[src/rtl/imem_arb_pkg.sv]
`default_nettype none
// ============================================================================
//  Module   : imem_arb_pkg
//  Brief    : Shared types and address-legality helper for the imem arbiter.
//  Revision : 1.0 - initial release
// ============================================================================
package imem_arb_pkg;

    typedef enum logic [1:0] {
        OWN_NONE  = 2'd0,
        OWN_FETCH = 2'd1,
        OWN_LOAD  = 2'd2
    } owner_e;

    typedef enum logic [0:0] {
        ST_IDLE   = 1'b0,
        ST_LOCKED = 1'b1
    } state_e;

    // Word-aligned and inside the memory; callers zero-extend their address.
    function automatic logic addr_legal(input logic [63:0] addr, input int unsigned depth);
        logic [63:0] w_word;
        w_word = addr >> 2;
        return (addr[1:0] == 2'b00) && (w_word < 64'(depth));
    endfunction

endpackage
`default_nettype wire

[src/rtl/imem_addr_check.sv]
`default_nettype none
// ============================================================================
//  Module   : imem_addr_check
//  Brief    : Byte-address alignment/range check and word-index extraction.
//  Revision : 1.0 - initial release
// ============================================================================
module imem_addr_check
    import imem_arb_pkg::*;
#(
    parameter int ADDR_W = 32,
    parameter int DEPTH  = 256,
    parameter int AW     = $clog2(DEPTH)
) (
    input  logic [ADDR_W-1:0] addr,
    output logic              legal,
    output logic [AW-1:0]     word_idx
);

    always_comb begin
        legal = addr_legal(64'(addr), DEPTH);
    end

    assign word_idx = addr[AW+1:2];

endmodule
`default_nettype wire

[src/rtl/imem_port_arbiter.sv]
`default_nettype none
// ============================================================================
//  Module   : imem_port_arbiter
//  Brief    : Shares a single-ported sync-read imem between core fetch and a
//             program loader. Optional round-robin: define IMEM_ARB_RR_EN.
//  Revision : 1.0 - initial release
// ============================================================================
module imem_port_arbiter
    import imem_arb_pkg::*;
#(
    parameter  int width       = 32,
    parameter  int Address_Bus = 32,
    parameter  int DEPTH       = 256,
    localparam int AW          = $clog2(DEPTH)
) (
    input  logic                   clk,
    input  logic                   rst_n,
    input  logic                   f_req,
    input  logic [Address_Bus-1:0] f_addr,
    output logic                   f_gnt,
    output logic                   f_rvalid,
    output logic [width-1:0]       f_rdata,
    output logic                   f_err,
    input  logic                   l_req,
    input  logic                   l_we,
    input  logic                   l_lock,
    input  logic [Address_Bus-1:0] l_addr,
    input  logic [width-1:0]       l_wdata,
    output logic                   l_gnt,
    output logic                   l_rvalid,
    output logic [width-1:0]       l_rdata,
    output logic                   l_err,
    output logic                   m_en,
    output logic                   m_we,
    output logic [AW-1:0]          m_addr,
    output logic [width-1:0]       m_wdata,
    input  logic [width-1:0]       m_rdata
);

    state_e          r_state;
    state_e          w_state_nxt;
    owner_e          r_owner;
    owner_e          w_owner_nxt;
    logic            r_err;
    logic            r_wr;
    logic            w_f_legal;
    logic            w_l_legal;
    logic [AW-1:0]   w_f_idx;
    logic [AW-1:0]   w_l_idx;
    logic            w_f_gnt;
    logic            w_l_gnt;
    logic            w_contested;
    logic            w_rr_load;

    imem_addr_check #(.ADDR_W(Address_Bus), .DEPTH(DEPTH), .AW(AW)) u_f_check (
        .addr     (f_addr),
        .legal    (w_f_legal),
        .word_idx (w_f_idx)
    );

    imem_addr_check #(.ADDR_W(Address_Bus), .DEPTH(DEPTH), .AW(AW)) u_l_check (
        .addr     (l_addr),
        .legal    (w_l_legal),
        .word_idx (w_l_idx)
    );

    assign w_contested = rst_n && (r_state == ST_IDLE) && f_req && l_req;

`ifdef IMEM_ARB_RR_EN
    // 0: fetch wins the next contested cycle, 1: loader wins it.
    logic r_rr_load;

    always_ff @(posedge clk or negedge rst_n) begin
        if (!rst_n) begin
            r_rr_load <= 1'b0;
        end else if (w_contested) begin
            r_rr_load <= ~r_rr_load;
        end
    end

    assign w_rr_load = r_rr_load;
`else
    assign w_rr_load = 1'b1;
`endif

    // State register
    always_ff @(posedge clk or negedge rst_n) begin
        if (!rst_n) begin
            r_state <= ST_IDLE;
        end else begin
            r_state <= w_state_nxt;
        end
    end

    // Next state: the cycle that drops l_lock is still arbitrated as locked.
    always_comb begin
        w_state_nxt = r_state;
        case (r_state)
            ST_IDLE:   if (w_l_gnt && l_lock) w_state_nxt = ST_LOCKED;
            ST_LOCKED: if (!l_lock)           w_state_nxt = ST_IDLE;
            default:   w_state_nxt = ST_IDLE;
        endcase
    end

    // Grant outputs
    always_comb begin
        w_f_gnt = 1'b0;
        w_l_gnt = 1'b0;
        if (rst_n) begin
            case (r_state)
                ST_LOCKED: w_l_gnt = l_req;
                default: begin
                    if (w_contested) begin
                        w_l_gnt = w_rr_load;
                        w_f_gnt = ~w_rr_load;
                    end else begin
                        w_l_gnt = l_req;
                        w_f_gnt = f_req;
                    end
                end
            endcase
        end
    end

    assign f_gnt = w_f_gnt;
    assign l_gnt = w_l_gnt;

    // Illegal requests are granted but never reach the memory.
    always_comb begin
        m_en    = 1'b0;
        m_we    = 1'b0;
        m_addr  = '0;
        m_wdata = '0;
        if (w_l_gnt && w_l_legal) begin
            m_en    = 1'b1;
            m_we    = l_we;
            m_addr  = w_l_idx;
            m_wdata = l_we ? l_wdata : '0;
        end else if (w_f_gnt && w_f_legal) begin
            m_en    = 1'b1;
            m_addr  = w_f_idx;
        end
    end

    always_comb begin
        w_owner_nxt = OWN_NONE;
        if (w_l_gnt) begin
            w_owner_nxt = OWN_LOAD;
        end else if (w_f_gnt) begin
            w_owner_nxt = OWN_FETCH;
        end
    end

    always_ff @(posedge clk or negedge rst_n) begin
        if (!rst_n) begin
            r_owner <= OWN_NONE;
            r_err   <= 1'b0;
            r_wr    <= 1'b0;
        end else begin
            r_owner <= w_owner_nxt;
            r_err   <= (w_l_gnt && !w_l_legal) || (w_f_gnt && !w_f_legal);
            r_wr    <= w_l_gnt && l_we;
        end
    end

    assign f_rvalid = (r_owner == OWN_FETCH);
    assign l_rvalid = (r_owner == OWN_LOAD);
    assign f_err    = f_rvalid && r_err;
    assign l_err    = l_rvalid && r_err;
    assign f_rdata  = (f_rvalid && !r_err) ? m_rdata : '0;
    assign l_rdata  = (l_rvalid && !r_err && !r_wr) ? m_rdata : '0;

endmodule
`default_nettype wire

[config.mk]
export PLATFORM = sky130hd
export DESIGN_NAME = imem_port_arbiter
export DESIGN_NICKNAME = d
export VERILOG_FILES = /design/src/rtl/imem_arb_pkg.sv /design/src/rtl/imem_addr_check.sv /design/src/rtl/imem_port_arbiter.sv
export SDC_FILE = /design/constraint.sdc
export NUM_CORES = 1
export LEC_CHECK = 0
export ABC_AREA = 1
export BUFFER_PORTS_ARGS = -buffer_cell sky130_fd_sc_hd__buf_4
export CAP_MARGIN = 20
export CORE_AREA = 2 2 96 98
export CTS_CLUSTER_DIAMETER = 60
export DETAILED_ROUTE_END_ITERATION = 6
export DIE_AREA = 0 0 98 100
export GPL_TIMING_DRIVEN = 0
export RECOVER_POWER = 50
export SLEW_MARGIN = 40
export SYNTH_ARGS = -nofsm -noshare
export SYNTH_HDL_FRONTEND = slang
export SYNTH_SLANG_ARGS = --single-unit
[constraint.sdc]
create_clock -name clk -period 3.2 [get_ports clk]
set_input_delay 0.48 -clock clk [delete_from_list [all_inputs] [get_ports clk]]
set_output_delay 0.48 -clock clk [all_outputs]
set_load 0.005 [all_outputs]
==> run summary, run 1 <==
Min-Delay Path Class: input pin to async pin
YS warnings: 0
Cell area after synthesis: 0.001381 mm2
Commonest non-fill, non-tap cell in the layout: buf_4
Initial core utilization: 0.1554
CP Capture Type: output pin
Final Hold Vio Count: 0
Ports: 246
Clk_lat worst skew: 0.22 ns
Routed WL: 6408 um
CTS tree: done
R2R Path Start: r_state$_DFF_PN0_
Worst Skew: 0.0008039 ns
Fmax: 389.4 MHz
Num CTS Buffers: 3
Max Transition Viols Final: 0
Final Critical Period: 2.568 ns
Setup_tns: 0 ns
Row count: 35
DRT Pass-1 Iters: 4
Startpoint types: input pin
VDD IR max: 0.00008012 V
H-Tree Depth: 1
Cells after synthesis: 270
Post-CTS sizing: 0
Dominant cell type by area after synthesis: nor2_1
#FFs+latches synth: 5
Largest net degree at the start of global routing: 12
Clk buf depth: 2
Die height: 100 um
CTS root buffer: clkbuf_8
GP Congestion: 0.7792
Vias: 2,409
Initial DRC Count: 24
Final period utilization: 0.8026
Post-Layout Cell Count: 630
I/O Buffers: 245
Worst Path Arrival: 2.09 ns
Status: finished clean
Top cell type's share of synthesized area: 0.2717
Leading cell types in the layout, fill and taps excluded: 194 x buf_4, 100 x nor2_1, 72 x inv_1
Biggest cell delay along the critical path: 0.41 ns
CP Max Fanout: 11
CP Cell Sequence: clkbuf_1, nand2_1, inv_1, nand4_1, nand3_1, nand2_1, buf_4
Sw Ratio: 0.2907
Global route overflow: 0
CTS sink cnt: 5
Setup crit start: rst_n
Worst-Margin Slew: 0.5387 ns
Global Route Usage Sum: 0.1196
RSZ-0062 raised after global routing: false
Req. time, crit path: 2.72 ns
Area grow syn2layout: 145.4%
Layout fillers: 932
Post-CTS Setup Repair Bufs: 0
NetSw: 0.1233 mW
DRC Markers: 0
Pint: 0.3009 mW
Antenna violations before repair: 0
Placeable Area: 0.008890 mm2
Slew HR: 0.6396
WL/cell: 10.17 um
Vias in the first global route: 2,326
Placed cells: 626
Syn_area_per_cell: 5.116 um2
HPWL after DPL: 5902 um
Logic pwr share: 0.565
Seq pwr share: 0.163
Clock share of power: 0.272
Worst setup path category: input pin to output pin
Top cells by area in the synthesized netlist: nor2_1 27%, inv_1 19%, nor2_4 16%
Register area share after synthesis: 0.09058
ANT cells: 0
Power per standard cell area: 125.2 mW/mm2
Number of routed nets with antenna violations: 0
Die area: 0.009800 mm2
Layout cells sized above 1: 0.5472
Max cap viols: 0
Via-per-instance ratio: 3.824
Crit-path slowest cell: nand4_1
Yosys cell types: 17
Final net count: 654
Setup Viol. Count Final: 0
Hold buffers post-CTS: 0
Critical Path Most Common Cell: nand2_1
Clock Pin Slew Worst Setup and Hold Paths: 0.03 ns
Leakage: 2.106 nW
First-pass GRT wire length: 9984 um
Die Width: 98 um
Syn Nets: 404
-- synthesized netlist by cell type (all sizes together) --
master / instances
a21boi: 1
buf: 3
clkbuf: 6
dfrtp: 5
inv: 74
nand2: 26
nand3: 17
nand4: 2
nor2: 132
nor3: 2
o21ai: 2
-- power groups by stage --
stage	combinational (mW)	clock (mW)	sequential (mW)
6_report	0.240	0.116	0.0691
3_3_place_gp	0.242	0	0.0698
4_1_cts	0.246	0.120	0.0691
5_1_grt	0.265	0.125	0.0693
3_5_place_dp	0.246	0	0.0699
2_1_floorplan	0.0685	0	0.0695
-- metal layers --
metal,share of wire,vias up,global-route usage
met2,0.55,146,0.2445
met4,0.0042,0,0.01923
met3,0.11,2,0.02855
met1,0.34,1008,0.1243
li1,-,1253,-
met5,0,-,0
-- kinds of logic after synthesis --
logic type,after synthesis,share of synthesized area
and+or+nand+nor,179,0.6549
DFF,5,0.09058
AOI/OAI and AO/OA,3,0.01268
buffers and inverters,83,0.2418
-- state kept, by name, summed over array words and instances, names as in the netlist --
| name | flops |
|---|---|
| r_owner | 2 |
| r_err | 1 |
| r_state | 1 |
| r_wr | 1 |
-- final cells by class --
class,count,area [um2],share of cell area
Buffer,9,56.30,0.01661
Clock buffer,4,45.04,0.01329
Inverter,74,277.8,0.08195
Multi-Input combinational cell,182,914.6,0.2698
Sequential cell,5,125.1,0.03691
Tap cell,111,138.9,0.04097
Timing Repair Buffer,245,1832,0.5404
-- metrics by stage --
step | area, um2 | power, mW | setup WS, ns | hold slack (ns) | util
after floorplan | 1381 | 0.1380 | 1.373 | 0.1844 | -
after global placement | 3359 | 0.3123 | 0.9148 | 0.2883 | 0.3779
after detailed placement | 3359 | 0.3156 | 0.9064 | 0.2894 | 0.3779
after CTS | 3405 | 0.4356 | 0.8964 | 0.05344 | 0.3830
after global routing | 3390 | 0.4594 | 0.4055 | 0.1364 | 0.3813
final | 3390 | 0.4243 | 0.6318 | 0.1253 | 0.3813
-- final timing paths --
path | endpoint | slack (ns) | cells past startpoint
max | m_addr[6] | 0.63 | 7
min | r_state$_DFF_PN0_ | 0.13 | 1
max reg2reg | r_err$_DFF_PN0_ | 2.25 | 5
min reg2reg | r_state$_DFF_PN0_ | 0.53 | 2
max in group asynchronous | r_owner[1]$_DFF_PN0_ | 2.84 | 1
min in group clk | r_state$_DFF_PN0_ | 0.52 | 2
-- worst max-delay path: cells and delay by family --
| kind | cells | cell delay [ns] |
|---|---|---|
| buffers and inverters | 3 | 0.73 |
| and+or+nand+nor | 4 | 0.88 |
Note: power is estimated with default switching activity, not from simulation.
==> run 2, diff against run 1 <==
Settings changed: ABC_AREA 1 to 0.
Clock period 3.2 ns to 2.4 ns, I/O delays scaled along.
==> run summary, run 2 <==
Status: finished clean
Leading cell types in the layout, fill and taps excluded: 220 x buf_4, 81 x and2_1, 26 x and2_0
WL/cell: 12.26 um (+21%)
Clk buf depth: 2 (unchanged)
CP Max Fanout: 10 (-1)
Vias: 2,087 (-13%)
Final period utilization: 0.9410
Cell with the most instances after synthesis: and2_1
Initial DRC Count: 29 (+21%)
VDD IR max: 0.0001032 V (+29%)
Simple-gate portion of the synthesized area: 0.7455 (+0.09058)
Top cell type's share of synthesized area: 0.5272 (+0.2554)
Setup Viol. Count Final: 0 (unchanged)
Min-Delay Path Class: input pin to register
Top Family by Delay on Critical Path: simple AND/OR/NAND/NOR gates
Crit-path slowest cell: nor4bb_1
DRT Pass-1 Iters: 4 (unchanged)
Number of routed nets with antenna violations: 0 (unchanged)
Final Hold Vio Count: 0 (unchanged)
Commonest non-fill, non-tap cell in the layout: buf_4
Post-CTS Setup Repair Bufs: 0 (unchanged)
DRC Markers: 0 (unchanged)
Routed WL: 6425 um (+0.27%)
YS warnings: 0 (unchanged)
Final Critical Period: 2.258 ns
H-Tree Depth: 1 (unchanged)
Clk_lat worst skew: 0.22 ns (about the same)
CTS root buffer: clkbuf_8
Synth Area in Adders: 0 (unchanged)
Leakage: 1.708 nW (-19%)
RSZ-0062 raised after global routing: false
CTS tree: done
Via-per-instance ratio: 3.983 (+4.2%)
CP Capture Type: output pin
Clock Pin Slew Worst Setup and Hold Paths: 0.03 ns (about the same)
List of most frequent post-synthesis cells: 99 x and2_1, 8 x a32o_1, 8 x and2_0, 8 x clkbuf_1, 8 x nor4_1
Worst Path Arrival: 1.90 ns (-0.19 ns)
Global route overflow: 0 (unchanged)
Yosys cell types: 21 (+4)
Max cap viols: 0 (unchanged)
Req. time, crit path: 2.04 ns (-0.68 ns)
Xor/xnor share of the synthesized area: 0 (unchanged)
Worst Skew: 0.001556 ns (+0.0007521 ns)
Setup_tns: 0 ns (unchanged)
Initial core utilization: 0.1322 (-0.02322)
Mux share of post-synthesis cell area: 0 (unchanged)
Power per standard cell area: 163.6 mW/mm2 (+31%)
Syn_area_per_cell: 7.208 um2 (+41%)
Antenna violations before repair: 0 (unchanged)
Post-route setup slack: 0.1416 ns (-0.4902 ns)
Layout cells sized above 1: 0.6199 (+0.07265)
Fmax: 442.8 MHz
Syn Nets: 297 (-26%)
HPWL after DPL: 5870 um (-0.53%)
Compound-Gate Fraction of Synth Area: 0.09052 (+0.07784)
Max Transition Viols Final: 0 (unchanged)
Worst setup path category: register to output pin
Register area share after synthesis: 0.1065 (+0.01592)
Startpoint types: register
Post-synth EDFFs: 0 (unchanged)
Die area: 0.009800 mm2 (unchanged)
Num CTS Buffers: 3 (unchanged)
Fin area: 0.003202 mm2 (-5.5%)
Max reg flops: 2 (unchanged)
Die Width: 98 um (unchanged)
Top cells by area in the synthesized netlist: and2_1 53%, dfrtp_1 11%, a32o_1 6.8%
Final net count: 548 (-16%)
Row count: 35 (unchanged)
CP Cell Sequence: nor4bb_1, clkbuf_1, and2_0, a32o_1, buf_4
Synth async-reset ratio: 1.000 (unchanged)
First-pass GRT wire length: 9404 um (-5.8%)
Ports: 246 (unchanged)
Biggest cell delay along the critical path: 0.49 ns (+0.08 ns)
Slew HR: 0.5802 (-0.05937)
I/O Buffers: 245 (unchanged)
Placed Instance Area: 0.003153 mm2 (-6.1%)
Die height: 100 um (unchanged)
CTS sink cnt: 5 (unchanged)
Pre-CTS setup slack: 0.2003 ns (-0.7061 ns)
Ys flop type: dfrtp_1
Area grow syn2layout: 172.5%
GP Congestion: 0.7510 (-3.6%)
Vias in the first global route: 1,996 (-14%)
Cell area after synthesis: 0.001175 mm2 (-15%)
Core Util, Final: 0.3602 (-0.02111)
Buf/Inv on CP: 2 (-1)
ANT cells: 0 (unchanged)
Dominant cell type by area after synthesis: and2_1
Global Route Usage Sum: 0.1156 (-0.003953)
Placeable Area: 0.008890 mm2 (unchanged)
Layout fillers: 928 (-0.43%)
Largest family of logic cells by synthesized area: simple AND/OR/NAND/NOR gates
Largest net degree at the start of global routing: 12 (unchanged)
Worst-Margin Slew: 0.6274 ns (+0.08872 ns)
Cells after synthesis: 163 (-40%)
#FFs+latches synth: 5 (unchanged)
Biggest register: r_owner
[run 2: cell count changes after synthesis, moves of 4 or more]
cell | before | now
and2_0 | 0 | 8
nand3_1 | 17 | 0
a32o_1 | 0 | 8
nor2_1 | 100 | 1
nand2_1 | 24 | 4
nor4_1 | 0 | 8
nor2_2 | 11 | 1
nor2_4 | 20 | 0
inv_1 | 71 | 1
nor4_2 | 0 | 4
and2_1 | 0 | 99
[run 2: report_power, final]
part | leakage, nW | internal (mW) | switching, mW
logic | 1.62 | 0.197 | 0.0838
clock network | 0.0228 | 0.114 | 0.0356
registers | 0.0655 | 0.0894 | 0.00441
total | 1.71 | 0.400 | 0.124
[run 2: path summary, 6_finish.rpt]
kind                       slack, ns  cells after the start               from                   end
min                             0.32                      2              l_req  r_owner[0]$_DFF_PN0_
max reg2reg                     0.84                      4  r_state$_DFF_PN0_       r_err$_DFF_PN0_
max in group asynchronous       1.62                      2              rst_n       r_err$_DFF_PN0_
max                             0.14                      5  r_state$_DFF_PN0_             m_addr[2]
min reg2reg                     0.46                      1  r_state$_DFF_PN0_  r_owner[0]$_DFF_PN0_
min in group asynchronous       0.59                      2              rst_n  r_owner[0]$_DFF_PN0_
[run 2: final cells by class]
type                            count  area, um2  share of cell area
Buffer                             11      63.81             0.01993
Clock buffer                        4      45.04             0.01407
Inverter                            1      3.754            0.001172
Multi-Input combinational cell    146      987.2              0.3083
Sequential cell                     5      125.1             0.03908
Tap cell                          111      138.9             0.04338
Timing Repair Buffer              246       1838              0.5741
[run 2: cells by family (layout without fill, tap and decap cells)]
logic type             count (synthesis)  count (layout)
AOI/OAI and AO/OA                     12              12
buffers and inverters                 12             262
DFF                                    5               5
and+or+nand+nor                      134             134
[run 2: repair_timing]
action / in CTS / in global routing
hold buffers: 1 / 0
hold endpoints to repair: 5 / 0
endpoints found under the setup margin: 26 / 5
resized for setup: 1 / 1
[run 2: routing by layer]
metal / track usage / share of wire
met4: 0.01603 / 0.0030
met3: 0.02368 / 0.11
met2: 0.2281 / 0.54
met5: 0 / 0
met1: 0.1302 / 0.35
[run 2: stage by stage]
stage	cells	hold WS [ns]	power [mW]
3_3_place_gp	519	0.1694	0.3727
3_5_place_dp	519	0.1699	0.3768
6_report	524	0.3229	0.5238
4_1_cts	524	0.3151	0.5339
2_1_floorplan	163	0.06441	0.1445
5_1_grt	524	0.3284	0.5619
==> run 3, diff against run 2 <==
Settings changed: BUFFER_PORTS_ARGS -buffer_cell sky130_fd_sc_hd__buf_4 to -buffer_cell sky130_fd_sc_hd__buf_2.
Clock period 2.4 ns to 2.5 ns, I/O delays scaled along.
==> run summary, run 3 (synthesis gave the netlist of run 2 again) <==
Largest net degree at the start of global routing: 12 (unchanged)
Multi-input logic area: 980.9 um2 (-0.63%)
Total power: 0.4283 mW (-18%)
NetSw: 0.1179 mW (-4.8%)
Pint: 0.3104 mW (-22%)
Setup_tns: 0 ns (unchanged)
Biggest register: r_owner
CTS sink cnt: 5 (unchanged)
Row count: 35 (unchanged)
I/O Buffers: 245 (unchanged)
VDD IR max: 0.00007620 V (-26%)
First-pass GRT wire length: 8411 um (-11%)
Biggest cell delay along the critical path: 0.47 ns (-0.02 ns)
FF+latch area: 125.1 um2 (unchanged)
Initial DRC Count: 8 (-72%)
Fmax: 437.1 MHz
GP Congestion: 0.7567 (+0.76%)
Worst setup path category: input pin to output pin
Leading cell types in the layout, fill and taps excluded: 224 x buf_2, 87 x and2_1, 30 x clkbuf_1
Placeable Area: 0.008890 mm2 (unchanged)
Top Family by Delay on Critical Path: simple AND/OR/NAND/NOR gates
RSZ-0062 raised after global routing: false
Power per standard cell area: 166.8 mW/mm2 (+2.0%)
Clk_lat worst skew: 0.22 ns (about the same)
Startpoint types: input pin
Die area: 0.009800 mm2 (unchanged)
Final Hold Vio Count: 0 (unchanged)
HPWL after DPL: 5477 um (-6.7%)
Initial core utilization: 0.1322 (unchanged)
Worst-Margin Slew: 0.6077 ns (-0.01967 ns)
Num CTS Buffers: 3 (unchanged)
Antenna violations before repair: 0 (unchanged)
Routed WL: 5915 um (-7.9%)
CP Cell Sequence: clkbuf_1, and2_0, nand2_1, nor3_2, buf_6, and2_1, buf_2
Max reg flops: 2 (unchanged)
CTS tree: done
Req. time, crit path: 2.12 ns (+0.08 ns)
Setup Viol. Count Final: 0 (unchanged)
Final Critical Period: 2.288 ns
Layout cells sized above 1: 0.5763 (-0.04358)
DRC Markers: 0 (unchanged)
H-Tree Depth: 1 (unchanged)
Core Util, Final: 0.2888 (-0.07136)
Logic pwr share: 0.453 (-0.083)
Seq pwr share: 0.209 (+0.030)
CP Capture Type: output pin
Leakage: 1.542 nW (-9.7%)
Final net count: 548 (unchanged)
Number of routed nets with antenna violations: 0 (unchanged)
Slew HR: 0.5934 (+0.01316)
Status: finished clean
Clock share of power: 0.339 (+0.054)
Area grow syn2layout: 118.5%
CTS root buffer: clkbuf_8
Buf/Inv on CP: 3 (+1)
Final period utilization: 0.9151
Ports: 246 (unchanged)
Die Width: 98 um (unchanged)
Worst Path Arrival: 1.91 ns (about the same)
Worst Skew: 0.002224 ns (+0.0006678 ns)
Post-CTS Setup Repair Bufs: 0 (unchanged)
Max cap viols: 0 (unchanged)
Fin area: 0.002567 mm2 (-20%)
Clk buf depth: 2 (unchanged)
Global Route Usage Sum: 0.1031 (-0.01256)
DRT Pass-1 Iters: 2 (-2)
Global route overflow: 0 (unchanged)
Vias in the first global route: 1,864 (-6.6%)
Layout fillers: 991 (+6.8%)
Placed Instance Area: 0.002540 mm2 (-19%)
Via-per-instance ratio: 3.968 (-0.38%)
WL/cell: 11.29 um (-7.9%)
Clock Pin Slew Worst Setup and Hold Paths: 0.04 ns (about the same)
Commonest non-fill, non-tap cell in the layout: buf_2
Max Transition Viols Final: 0 (unchanged)
Sw Ratio: 0.2752 (+0.03872)
Die height: 100 um (unchanged)
Min-Delay Path Class: input pin to register
Vias: 2,079 (-0.38%)
ANT cells: 0 (unchanged)
CP Max Fanout: 10 (unchanged)
Crit-path slowest cell: nor3_2
## run 3: cell types whose count changed in the layout (fill, tap and decap cells not counted)
cell and change:
and2_0 -6, and2_1 +6, buf_2 +224, buf_4 -220, clkbuf_1 +18, clkbuf_4 -22
nor3b_2 +1, nor3b_4 -1
## run 3: metal layers
metal | part of all wire | routed length (um) | GRT usage
met5 | 0 | 0 | 0
met4 | 0.0046 | 27 | 0.01923
met3 | 0.11 | 634 | 0.01602
met2 | 0.53 | 3145 | 0.2081
met1 | 0.36 | 2107 | 0.1134
## run 3: worst reg2reg max path: stages, from the launching register on
cell and delay [ns]:
dfrtp_1 0.39, nor4bb_1 0.43, clkbuf_1 0.34, o21ai_0 0.15, nand2_1 0.10
## run 3: path summary, 6_finish.rpt
| check | from | endpoint | slack (ns) | depth (start not counted) |
|---|---|---|---|---|
| setup reg to reg | r_state$_DFF_PN0_ | r_err$_DFF_PN0_ | 1.02 | 4 |
| hold reg to reg | r_state$_DFF_PN0_ | r_owner[0]$_DFF_PN0_ | 0.47 | 1 |
| setup / recovery | rst_n | m_wdata[26] | 0.21 | 7 |
| hold / removal | l_req | r_owner[0]$_DFF_PN0_ | 0.34 | 2 |
| max in group asynchronous | rst_n | r_err$_DFF_PN0_ | 1.71 | 2 |
| min in group asynchronous | rst_n | r_state$_DFF_PN0_ | 0.60 | 2 |
## run 3: final cells by class
class                      instances  area share
timing repair buffer             246      0.4712
multi-input combinational        146      0.3821
tap                              111     0.05409
sequential                         5     0.04873
buffer                            11     0.02485
clock buffer                       4     0.01754
inverter                           1    0.001462
## run 3: power groups by stage
stage / sequential [mW] / combinational, mW / clock [mW]
global route: 0.0900 / 0.216 / 0.155
CTS: 0.0896 / 0.199 / 0.148
finish: 0.0894 / 0.194 / 0.145
global placement: 0.0901 / 0.193 / 0
detailed placement: 0.0903 / 0.197 / 0
floorplan: 0.0887 / 0.0500 / 0
## run 3: timing repair
action,in CTS,in global routing
resized for setup,1,0
endpoints found under the hold margin,5,0
setup endpoints to repair,22,0
hold buffers,1,0
## run 3: stage by stage
| stage | setup WS [ns] | std cells | hold WS, ns |
|---|---|---|---|
| after global routing | 0.06685 | 524 | 0.3479 |
| after detailed placement | 0.1784 | 519 | 0.2022 |
| final | 0.2123 | 524 | 0.3417 |
| after CTS | 0.2157 | 524 | 0.3361 |
| after floorplan | 0.7152 | 163 | 0.07941 |
| after global placement | 0.3085 | 519 | 0.2005 |
